`src/rtl/rf_pkg.sv`:
```
// Shared constants and types for the register-file writeback path.
// wb_src_e order is the arbitration priority: lower value wins.
package rf_pkg;
    localparam int XLEN  = 32;
    localparam int NREGS = 32;
    localparam int AW    = $clog2(NREGS);
    localparam int NSRC  = 2;

    typedef struct packed {
        logic [AW-1:0]   rd;
        logic [XLEN-1:0] data;
    } wb_entry_t;

    typedef enum logic {
        WB_SRC_LSU = 1'b0,
        WB_SRC_ALU = 1'b1
    } wb_src_e;
endpackage

```
`src/rtl/writeback_arbiter_if.sv`:
```
// Bundle of the arbiter's source handshakes, scoreboard alloc and register-file write port.
interface writeback_arbiter_if;
    import rf_pkg::*;

    logic            alloc_en;
    logic [AW-1:0]   alloc_rd;
    logic            alloc_err;
    logic            alu_valid;
    logic            alu_ready;
    logic [AW-1:0]   alu_rd;
    logic [XLEN-1:0] alu_data;
    logic            lsu_valid;
    logic            lsu_ready;
    logic [AW-1:0]   lsu_rd;
    logic [XLEN-1:0] lsu_data;
    logic            wr_en;
    logic [AW-1:0]   wr_addr;
    logic [XLEN-1:0] wr_data;
    logic [NREGS-1:0] pending;

    modport slave (
        input  alloc_en, alloc_rd, alu_valid, alu_rd, alu_data, lsu_valid, lsu_rd, lsu_data,
        output alloc_err, alu_ready, lsu_ready, wr_en, wr_addr, wr_data, pending
    );

    modport master (
        output alloc_en, alloc_rd, alu_valid, alu_rd, alu_data, lsu_valid, lsu_rd, lsu_data,
        input  alloc_err, alu_ready, lsu_ready, wr_en, wr_addr, wr_data, pending
    );
endinterface

```
`src/rtl/wb_hold_slot.sv`:
```
// One-entry holding register for a single result source.
// Ready depends only on held state and grant, so valid never loops back into ready.
module wb_hold_slot
    import rf_pkg::*;
(
    input  logic      clk,
    input  logic      reset,
    input  logic      valid,
    output logic      ready,
    input  wb_entry_t in_entry,
    input  logic      grant,
    output logic      occupied,
    output wb_entry_t entry
);
    logic      hold_v_q, hold_v_d;
    wb_entry_t hold_q, hold_d;
    logic      take;

    assign ready    = !reset && (!hold_v_q || grant);
    assign take     = valid && ready;
    assign occupied = hold_v_q;
    assign entry    = hold_q;

    always_comb begin
        hold_v_d = hold_v_q;
        hold_d   = hold_q;
        if (grant)
            hold_v_d = 1'b0;
        // x0 results complete the handshake but are dropped here
        if (take && (in_entry.rd != '0)) begin
            hold_v_d = 1'b1;
            hold_d   = in_entry;
        end
    end

    always_ff @(posedge clk) begin
        if (reset) begin
            hold_v_q <= 1'b0;
            hold_q   <= '0;
        end else begin
            hold_v_q <= hold_v_d;
            hold_q   <= hold_d;
        end
    end
endmodule

```
`src/rtl/writeback_arbiter.sv`:
```
// Fixed-priority arbiter of ALU/LSU results onto the registered register-file
// write port, with a per-register pending-write scoreboard.
module writeback_arbiter
    import rf_pkg::*;
(
    input  logic                clk,
    input  logic                reset,
    writeback_arbiter_if.slave  wb
);
    logic [NSRC-1:0] src_valid, src_ready, src_occ, src_grant;
    wb_entry_t       src_in  [NSRC];
    wb_entry_t       src_ent [NSRC];

    assign src_valid[WB_SRC_LSU] = wb.lsu_valid;
    assign src_valid[WB_SRC_ALU] = wb.alu_valid;
    assign src_in[WB_SRC_LSU]    = '{rd: wb.lsu_rd, data: wb.lsu_data};
    assign src_in[WB_SRC_ALU]    = '{rd: wb.alu_rd, data: wb.alu_data};
    assign wb.lsu_ready          = src_ready[WB_SRC_LSU];
    assign wb.alu_ready          = src_ready[WB_SRC_ALU];

    for (genvar s = 0; s < NSRC; s++) begin : g_slot
        wb_hold_slot u_slot (
            .clk      (clk),
            .reset    (reset),
            .valid    (src_valid[s]),
            .ready    (src_ready[s]),
            .in_entry (src_in[s]),
            .grant    (src_grant[s]),
            .occupied (src_occ[s]),
            .entry    (src_ent[s])
        );
    end

    logic      win_any;
    wb_entry_t win_entry;

    // Lowest wb_src_e index among occupied slots wins
    always_comb begin
        src_grant = '0;
        win_any   = 1'b0;
        win_entry = '0;
        for (int s = 0; s < NSRC; s++) begin
            if (src_occ[s] && !win_any) begin
                src_grant[s] = 1'b1;
                win_any      = 1'b1;
                win_entry    = src_ent[s];
            end
        end
    end

    logic             wr_en_q, wr_en_d;
    logic [AW-1:0]    wr_addr_q, wr_addr_d;
    logic [XLEN-1:0]  wr_data_q, wr_data_d;
    logic [NREGS-1:0] pending_q, pending_d;
    logic             alloc_err_q, alloc_err_d;
    logic [NREGS-1:0] set_vec, clr_vec;
    logic             alloc_live;

    assign alloc_live = wb.alloc_en && (wb.alloc_rd != '0);

    always_comb begin
        wr_en_d   = win_any;
        wr_addr_d = win_any ? win_entry.rd   : wr_addr_q;
        wr_data_d = win_any ? win_entry.data : wr_data_q;

        set_vec = alloc_live ? (NREGS'(1) << wb.alloc_rd) : '0;
        clr_vec = win_any    ? (NREGS'(1) << win_entry.rd) : '0;
        // set applied after clear so a coincident alloc keeps the bit
        pending_d    = ((pending_q & ~clr_vec) | set_vec) & ~NREGS'(1);
        alloc_err_d  = alloc_live && pending_q[wb.alloc_rd];
    end

    always_ff @(posedge clk) begin
        if (reset) begin
            wr_en_q     <= 1'b0;
            wr_addr_q   <= '0;
            wr_data_q   <= '0;
            pending_q   <= '0;
            alloc_err_q <= 1'b0;
        end else begin
            wr_en_q     <= wr_en_d;
            wr_addr_q   <= wr_addr_d;
            wr_data_q   <= wr_data_d;
            pending_q   <= pending_d;
            alloc_err_q <= alloc_err_d;
        end
    end

    assign wb.wr_en     = wr_en_q;
    assign wb.wr_addr   = wr_addr_q;
    assign wb.wr_data   = wr_data_q;
    assign wb.pending   = pending_q;
    assign wb.alloc_err = alloc_err_q;
endmodule

```
`src/flat_wrapper.sv`:
```
// flat-port wrapper written by rule: the top's interface ports become plain ports
module writeback_arbiter_flat import rf_pkg::*;
  (clk, reset, wb_alloc_en, wb_alloc_rd, wb_alu_valid, wb_alu_rd, wb_alu_data, wb_lsu_valid, wb_lsu_rd, wb_lsu_data, wb_alloc_err, wb_alu_ready, wb_lsu_ready, wb_wr_en, wb_wr_addr, wb_wr_data, wb_pending);
  writeback_arbiter_if wb_i ();
  input  logic clk;
  input  logic reset;
  input wire logic [$bits(wb_i.alloc_en)-1:0] wb_alloc_en;
  input wire logic [$bits(wb_i.alloc_rd)-1:0] wb_alloc_rd;
  input wire logic [$bits(wb_i.alu_valid)-1:0] wb_alu_valid;
  input wire logic [$bits(wb_i.alu_rd)-1:0] wb_alu_rd;
  input wire logic [$bits(wb_i.alu_data)-1:0] wb_alu_data;
  input wire logic [$bits(wb_i.lsu_valid)-1:0] wb_lsu_valid;
  input wire logic [$bits(wb_i.lsu_rd)-1:0] wb_lsu_rd;
  input wire logic [$bits(wb_i.lsu_data)-1:0] wb_lsu_data;
  output wire logic [$bits(wb_i.alloc_err)-1:0] wb_alloc_err;
  output wire logic [$bits(wb_i.alu_ready)-1:0] wb_alu_ready;
  output wire logic [$bits(wb_i.lsu_ready)-1:0] wb_lsu_ready;
  output wire logic [$bits(wb_i.wr_en)-1:0] wb_wr_en;
  output wire logic [$bits(wb_i.wr_addr)-1:0] wb_wr_addr;
  output wire logic [$bits(wb_i.wr_data)-1:0] wb_wr_data;
  output wire logic [$bits(wb_i.pending)-1:0] wb_pending;
  assign wb_i.alloc_en = wb_alloc_en;
  assign wb_i.alloc_rd = wb_alloc_rd;
  assign wb_i.alu_valid = wb_alu_valid;
  assign wb_i.alu_rd = wb_alu_rd;
  assign wb_i.alu_data = wb_alu_data;
  assign wb_i.lsu_valid = wb_lsu_valid;
  assign wb_i.lsu_rd = wb_lsu_rd;
  assign wb_i.lsu_data = wb_lsu_data;
  assign wb_alloc_err = wb_i.alloc_err;
  assign wb_alu_ready = wb_i.alu_ready;
  assign wb_lsu_ready = wb_i.lsu_ready;
  assign wb_wr_en = wb_i.wr_en;
  assign wb_wr_addr = wb_i.wr_addr;
  assign wb_wr_data = wb_i.wr_data;
  assign wb_pending = wb_i.pending;
  writeback_arbiter u_core (.clk(clk), .reset(reset), .wb(wb_i));
endmodule
```
`config.mk`:
```
export PLATFORM = sky130hd
export DESIGN_NAME = writeback_arbiter_flat
export DESIGN_NICKNAME = d
export VERILOG_FILES = /design/src/rtl/rf_pkg.sv /design/src/rtl/writeback_arbiter_if.sv /design/src/rtl/wb_hold_slot.sv /design/src/rtl/writeback_arbiter.sv /design/src/flat_wrapper.sv
export SDC_FILE = /design/constraint.sdc
export NUM_CORES = 1
export LEC_CHECK = 0
export ABC_AREA = 1
export BUFFER_PORTS_ARGS = -buffer_cell sky130_fd_sc_hd__buf_4
export CORE_MARGIN = 1
export CORE_UTILIZATION = 45
export CTS_CLUSTER_DIAMETER = 200
export DETAILED_ROUTE_END_ITERATION = 7
export PLACE_DENSITY = 0.68
export SETUP_SLACK_MARGIN = 0.5
export SLEW_MARGIN = 20
export SYNTH_ARGS = -nofsm -noshare
export SYNTH_HDL_FRONTEND = slang
export SYNTH_HIERARCHICAL = 1
export SYNTH_SLANG_ARGS = --single-unit
export TNS_END_PERCENT = 100
```
`constraint.sdc`:
```
create_clock -name clk -period 1.97 [get_ports clk]
set_input_delay 0.0985 -clock clk [delete_from_list [all_inputs] [get_ports clk]]
set_output_delay 0.0985 -clock clk [all_outputs]
set_load 0.005 [all_outputs]
```
==> reports/qor.csv, run 1 <==
metric,value,unit
outcome,completed,
worst_setup_slack_before_clock_tree_synthesis,0.2398,ns
crit_path_top_delay_cell,dfxtp_4,
seq_area_frac_synth,42.05,%
max-vdd-ir-drop,0.0006771,V
worst_path_largest_cell_delay,0.34,ns
effective_utilization_at_floorplan,45.89,%
finalHoldViolCount,0,
final_max_slew_viol_count,0,
die_area,15950,sq um
setup-violations-final,0,
maximum_number_of_pins_on_one_net_before_global_route_repair,42,
netlist_cell_types,26,
p_total,0.007727,W
setup_clock_skew_after_layout,0.007516,ns
globalRouteOverflowTotal,0,
fmax,669.1,MHz
ctsLongestPathBuffers,2,
timing_worst_slew_pin_value,0.6115,ns
antenna_found_initial,0,
dieHeight,126.3,microns
first_pass_drt_iterations,7,
worst-endpoint-arrival,1.81,ns
cap_viol_max_count,0,
min_period,1.495,ns
drc,0,
clk_transition_reported_paths,0.06,ns
crit_path_start_kind,flip-flop,
gp_congestion,0.9204,
io_buffer_count,155,
leading_cell_type_in_the_layout_fill_and_taps_excluded,nand2_1,
cts.root.buffer_cell,clkbuf_16,
ctsHtreeMaxLevel,4,
layout.cells.most_common_list,"nand2_1, buf_4, nor2_1",
kind_of_path_behind_the_tightest_hold_check,primary input to flip-flop,
area.growth.synth_to_final,39.42,%
synthesis.instances,1008,
dpl.cell_count,1311,
routed-via-count,7225,
cp-end-kind,flip-flop,
leakage,4.597,nW
detailed_route_iter0_violations,542,
worst_slew_margin_rel,59.01,%
ioPinCount,157,
crit_chain,inv_2 -> nor2_4 -> inv_2 -> nand2_4 -> nand2_4 -> nor2_4 -> buf_4 -> buf_12 -> nand3b_1 -> nand2_1 -> nor2_1,
postSynthNetCount,1092,
die_width,126.3,microns
grt_util_all_layers,27.20,%
path_delay_family,simple AND/OR/NAND/NOR gates,
final_cell_count_no_fill,1422,
final_ws_setup,0.4754,ns
ratio_of_cells_with_drive_above_1_in_the_final_layout,22.12,%
finalCritPeriodShare,75.87,%
cts.sinks,146,
syn-cell-area,6950,sq um
dp_hpwl,13170,microns
synth.avg_cell_area,6.895,sq um
placement_rows,45,
worstPathBufferInverterCount,4,
synth-seq-cells,146,
critical_path.max_fanout,20,
postPlaceCellArea,8120,sq um
timing.critical_path.required,2.29,ns
routed_wl,21280,microns
sum_of_negative_setup_slack,0,ns
core_region,15150,sq um
numCtsBuffers,17,
synthesis.yosys.warnings,6,
postLayoutCellArea,9691,sq um
grt_first_pass_wirelength,34110,microns
routed_via_density,5.081,
critPathKind,flip-flop to flip-flop,
grt_setup_unrepaired,yes,
antenna-diode-count,0,
vias_in_the_first_global_route,6768,
powerDensity,797.3,nW/um^2
clock_latency,0.43,ns
postRouteAntennaNets,0,
routedWlPerCell,14.96,microns
post_layout_nets,1305,
tritoncts_clock_tree,built,
==> metrics by stage <==
step	utilization (%)	hold WS, ns
final	63.98	0.01560
after global routing	63.98	0.02015
after CTS	62.73	0.001536
after detailed placement	53.61	0.3771
after global placement	53.61	0.3749
after floorplan	-	0.1602
==> registers in the layout (all words and copies together), names as in the netlist <==
signal,cells
u_core/g_slot.u_slot/occupied,2
u_core/wb.wr_en,1
u_core/g_slot.u_slot/entry,74
u_core/wb.alloc_err,1
u_core/wb.pending,31
u_core/wb.wr_data,32
u_core/wb.wr_addr,5
==> metal layers <==
metal | vias to the layer above | wire (microns) | track usage [%] | part of all wire [%]
li1 | 3595 | - | - | -
met1 | 3324 | 9134 | 34.62 | 43
met2 | 270 | 10230 | 45.27 | 48
met3 | 36 | 1481 | 5.565 | 7.0
met4 | 0 | 432 | 10.35 | 2.0
met5 | - | 0 | 0 | 0
==> what timing repair did <==
item	CTS	global route
hold buffers	62	0
buffers inserted	5	6
pin swaps	1	8
cloned	4	2
setup endpoints to repair	70	104
gates resized for setup	20	34
endpoints found under the hold margin	62	0
==> cell type report <==
cell class	instances	area, sq um
fill	1362	5455
multi-input combinational	736	3457
sequential	146	2930
timing repair buffer	249	2098
clock buffer	18	439.2
inverter	66	272.8
tap	188	235.2
clock inverter	14	186.4
timing repair inverter	5	71.32
==> cell families after synthesis <==
kind of cell	share of synthesized area, %
AND/OR/NAND/NOR	45.04
flip-flops	42.05
buffers and inverters	9.451
AO/OA/AOI/OAI	3.402
other	0.05395
==> tightest hold or removal path: cells and delay by family <==
family / cells / cell delay, ns
AND/OR/NAND/NOR: 3 / 0.22
buffers and inverters: 1 / 0.08
==> worst paths after layout <==
path	startpoint	to	slack [ns]	depth (start not counted)
hold / removal	wb_alu_data[26]	u_core/g_slot[1].u_slot/entry[26]	0.02	4
setup reg to reg	u_core/g_slot[1].u_slot/occupied	u_core/g_slot[1].u_slot/entry[32]	0.48	11
setup / recovery	u_core/g_slot[1].u_slot/occupied	u_core/g_slot[1].u_slot/entry[32]	0.48	11
hold reg to reg	u_core/g_slot[1].u_slot/entry[24]	u_core/g_slot[1].u_slot/entry[24]	0.48	2
==> synthesized netlist by cell type <==
master / count / area, sq um
nand4_1: 24 / 150.1
nand3_1: 67 / 335.3
buf_2: 11 / 55.05
a21oi_1: 37 / 185.2
inv_1: 55 / 206.5
a21boi_1: 1 / 7.510
buf_1: 8 / 30.03
conb_1: 1 / 3.750
clkinv_1: 1 / 3.750
nor2_2: 1 / 6.260
buf_4: 5 / 37.54
nand3b_2: 2 / 22.52
dfxtp_1: 146 / 2923
nand3b_1: 71 / 533.0
inv_4: 2 / 12.51
nand2_1: 346 / 1299
inv_2: 8 / 30.03
o21ai_4: 2 / 32.53
clkbuf_1: 18 / 67.56
nor2_4: 7 / 78.83
a21boi_2: 1 / 11.26
nor2_1: 161 / 604.3
nand2_2: 10 / 62.56
nor3_1: 1 / 5.000
nand2_4: 3 / 33.78
buf_6: 19 / 214.0
==> where the power goes <==
part | leakage, nW | internal [W] | switching (W) | total [W]
clock network | 0.306 | 0.00215 | 0.00127 | 0.00342
registers | 1.19 | 0.00311 | 0.0000915 | 0.00320
logic | 3.10 | 0.000513 | 0.000595 | 0.00111
Note: power is estimated with default switching activity, not from simulation.
==> run 2: changes to the inputs <==
Settings changed: PLACE_DENSITY 0.68 to 0.71.
Clock period 1.97 ns to 1.35 ns, I/O delays scaled along.
==> run 2 against run 1 <==
  * The run now ends with negative setup slack left
  * Sequential power grew 47%
  * Clock skew rose by 0.0027 ns
  * Combinational power grew 130%
  * Largest cell class unchanged
  * Non-clock buffer count increased by 108
  * Final area is 25% higher
  * Power is 53% higher
  * Critical path type unchanged
==> reports/qor.csv, run 2 (same netlist as run 1, synthesis figures left out) <==
metric,value,unit
outcome,"finished, violations left",
failed_checks,negative setup slack,
regToRegSetupSlack,-0.33,ns
internal_power,0.008503,W
crit_path_top_delay_cell,dfxtp_2,
grt_first_pass_wirelength,37990,microns
worst-endpoint-arrival,1.97,ns
relative_contribution_of_the_clock_network_to_total_power,39.0,%
ctsLongestPathBuffers,2,
core_region,15150,sq um
routed_via_density,5.609,
finish.utilization,79.69,%
cts.sinks,146,
power.combinational.fraction,21.2,%
sum_of_negative_setup_slack,-19.85,ns
switchingPower,0.003318,W
placement_rows,45,
area.growth.synth_to_final,73.66,%
postPlaceCellArea,8547,sq um
die_area,15950,sq um
dieHeight,126.3,microns
max-vdd-ir-drop,0.001038,V
cts.root.buffer_cell,clkbuf_16,
first_pass_drt_iterations,6,
cap_viol_max_count,0,
met1_track_demand_over_resource,35.44,%
global_route.peak_usage_layer,met2,
critPathKind,flip-flop to flip-flop,
routed_wl,28550,microns
fmax,596.7,MHz
crit_chain,inv_2 -> nor2_4 -> buf_4 -> a21boi_1 -> buf_4 -> nor2_4 -> nand4_1 -> nand2_1 -> a21oi_1,
setup-violations-final,124,
worst_setup_slack_before_clock_tree_synthesis,-0.08457,ns
timing.critical_path.required,1.64,ns
leakage,5.868,nW
die_width,126.3,microns
crit_path_start_kind,flip-flop,
clk_transition_reported_paths,0.06,ns
globalRouteOverflowTotal,0,
ratio_of_cells_with_drive_above_1_in_the_final_layout,43.41,%
effective_utilization_at_floorplan,45.89,%
worst_path_largest_cell_delay,0.35,ns
leading_cell_type_in_the_layout_fill_and_taps_excluded,nand2_1,
postLayoutCellArea,12070,sq um
path_delay_family,simple AND/OR/NAND/NOR gates,
critical_path.max_fanout,8,
met3_demand_to_capacity_share_in_global_routing,6.627,%
grt_setup_unrepaired,yes,
vias_in_the_first_global_route,7759,
worstPathBufferInverterCount,3,
gr-usage-met2,52.58,%
worst_hold_slack,0.03379,ns
detailed_route_iter0_violations,1224,
routed-via-count,8554,
final_max_slew_viol_count,0,
cp-end-kind,flip-flop,
switching_part_of_the_total_power,28.07,%
io_buffer_count,155,
postRouteAntennaNets,0,
grt_util_all_layers,30.39,%
layout.cells.most_common_list,"nand2_1, buf_4, nor2_1",
finalHoldViolCount,0,
tritoncts_clock_tree,built,
drc,0,
p_seq_share,39.9,%
routedWlPerCell,18.72,microns
final_ws_setup,-0.3259,ns
ioPinCount,157,
gp_congestion,0.8777,
kind_of_path_behind_the_tightest_hold_check,primary input to flip-flop,
maximum_number_of_pins_on_one_net_before_global_route_repair,39,
dp_hpwl,13470,microns
setup_clock_skew_after_layout,0.01017,ns
post_layout_nets,1407,
antenna_found_initial,1,
powerDensity,979.4,nW/um^2
fillerInstances,859,
clock_latency,0.43,ns
min_period,1.676,ns
numCtsBuffers,17,
finalCritPeriodShare,124.1,%
ctsHtreeMaxLevel,4,
largest_register_ffs,74,
==> run 2: what timing repair did <==
action	in CTS	in global routing
gates resized for setup	262	148
buffers inserted	45	23
setup endpoints to repair	218	218
cloned	7	8
hold buffers	72	0
endpoints found under the hold margin	72	0
pin swaps	73	117
==> run 2: layout make-up <==
type | instances | area (sq um) | area share (%)
Tap cell | 188 | 235.2 | 1.949
Inverter | 66 | 287.8 | 2.384
Sequential cell | 146 | 3069 | 25.43
Antenna cell | 1 | 2.502 | 0.02073
Clock buffer | 23 | 488.0 | 4.043
Timing Repair Buffer | 357 | 3700 | 30.65
Clock inverter | 9 | 80.08 | 0.6634
Multi-Input combinational cell | 735 | 4208 | 34.86
==> run 2: worst paths after layout <==
| path | startpoint | endpoint | cells after the start |
|---|---|---|---|
| min reg2reg | u_core/g_slot[1].u_slot/entry[25] | u_core/g_slot[1].u_slot/entry[25] | 2 |
| min | wb_alloc_rd[3] | u_core/wb.alloc_err | 5 |
| max reg2reg | u_core/g_slot[1].u_slot/occupied | u_core/wb.pending[30] | 9 |
| max | u_core/g_slot[1].u_slot/occupied | u_core/wb.pending[30] | 9 |
==> run 2: power groups by stage <==
| stage | Sequential (W) | Clock, W | Combinational, W |
|---|---|---|---|
| final | 0.00471 | 0.00461 | 0.00250 |
| after global routing | 0.00473 | 0.00479 | 0.00263 |
| after CTS | 0.00468 | 0.00455 | 0.00206 |
| after detailed placement | 0.00475 | 0 | 0.00147 |
| after global placement | 0.00475 | 0 | 0.00145 |
| after floorplan | 0.00474 | 0 | 0.000896 |
==> run 2: worst register-to-register path: cells and delay by family (launching register included) <==
family / cells / cell delay (ns)
simple gates: 4 / 0.69
flops: 1 / 0.35
buf+inv: 3 / 0.38
compound gates: 2 / 0.13
==> run 2: through the flow <==
stage | instances | total power (W)
finish | 1525 | 0.01182
global route | 1525 | 0.01214
CTS | 1493 | 0.01129
detailed placement | 1337 | 0.006224
global placement | 1337 | 0.006203
floorplan | 1008 | 0.005631
==> run 2: per-layer routing <==
| metal | wire (microns) | part of all wire, % | vias to the layer above |
|---|---|---|---|
| met2 | 14030 | 49 | 634 |
| met5 | 0 | 0 | - |
| met4 | 1496 | 5.2 | 0 |
| met3 | 2623 | 9.2 | 153 |
| li1 | - | - | 3813 |
| met1 | 10400 | 36 | 3954 |
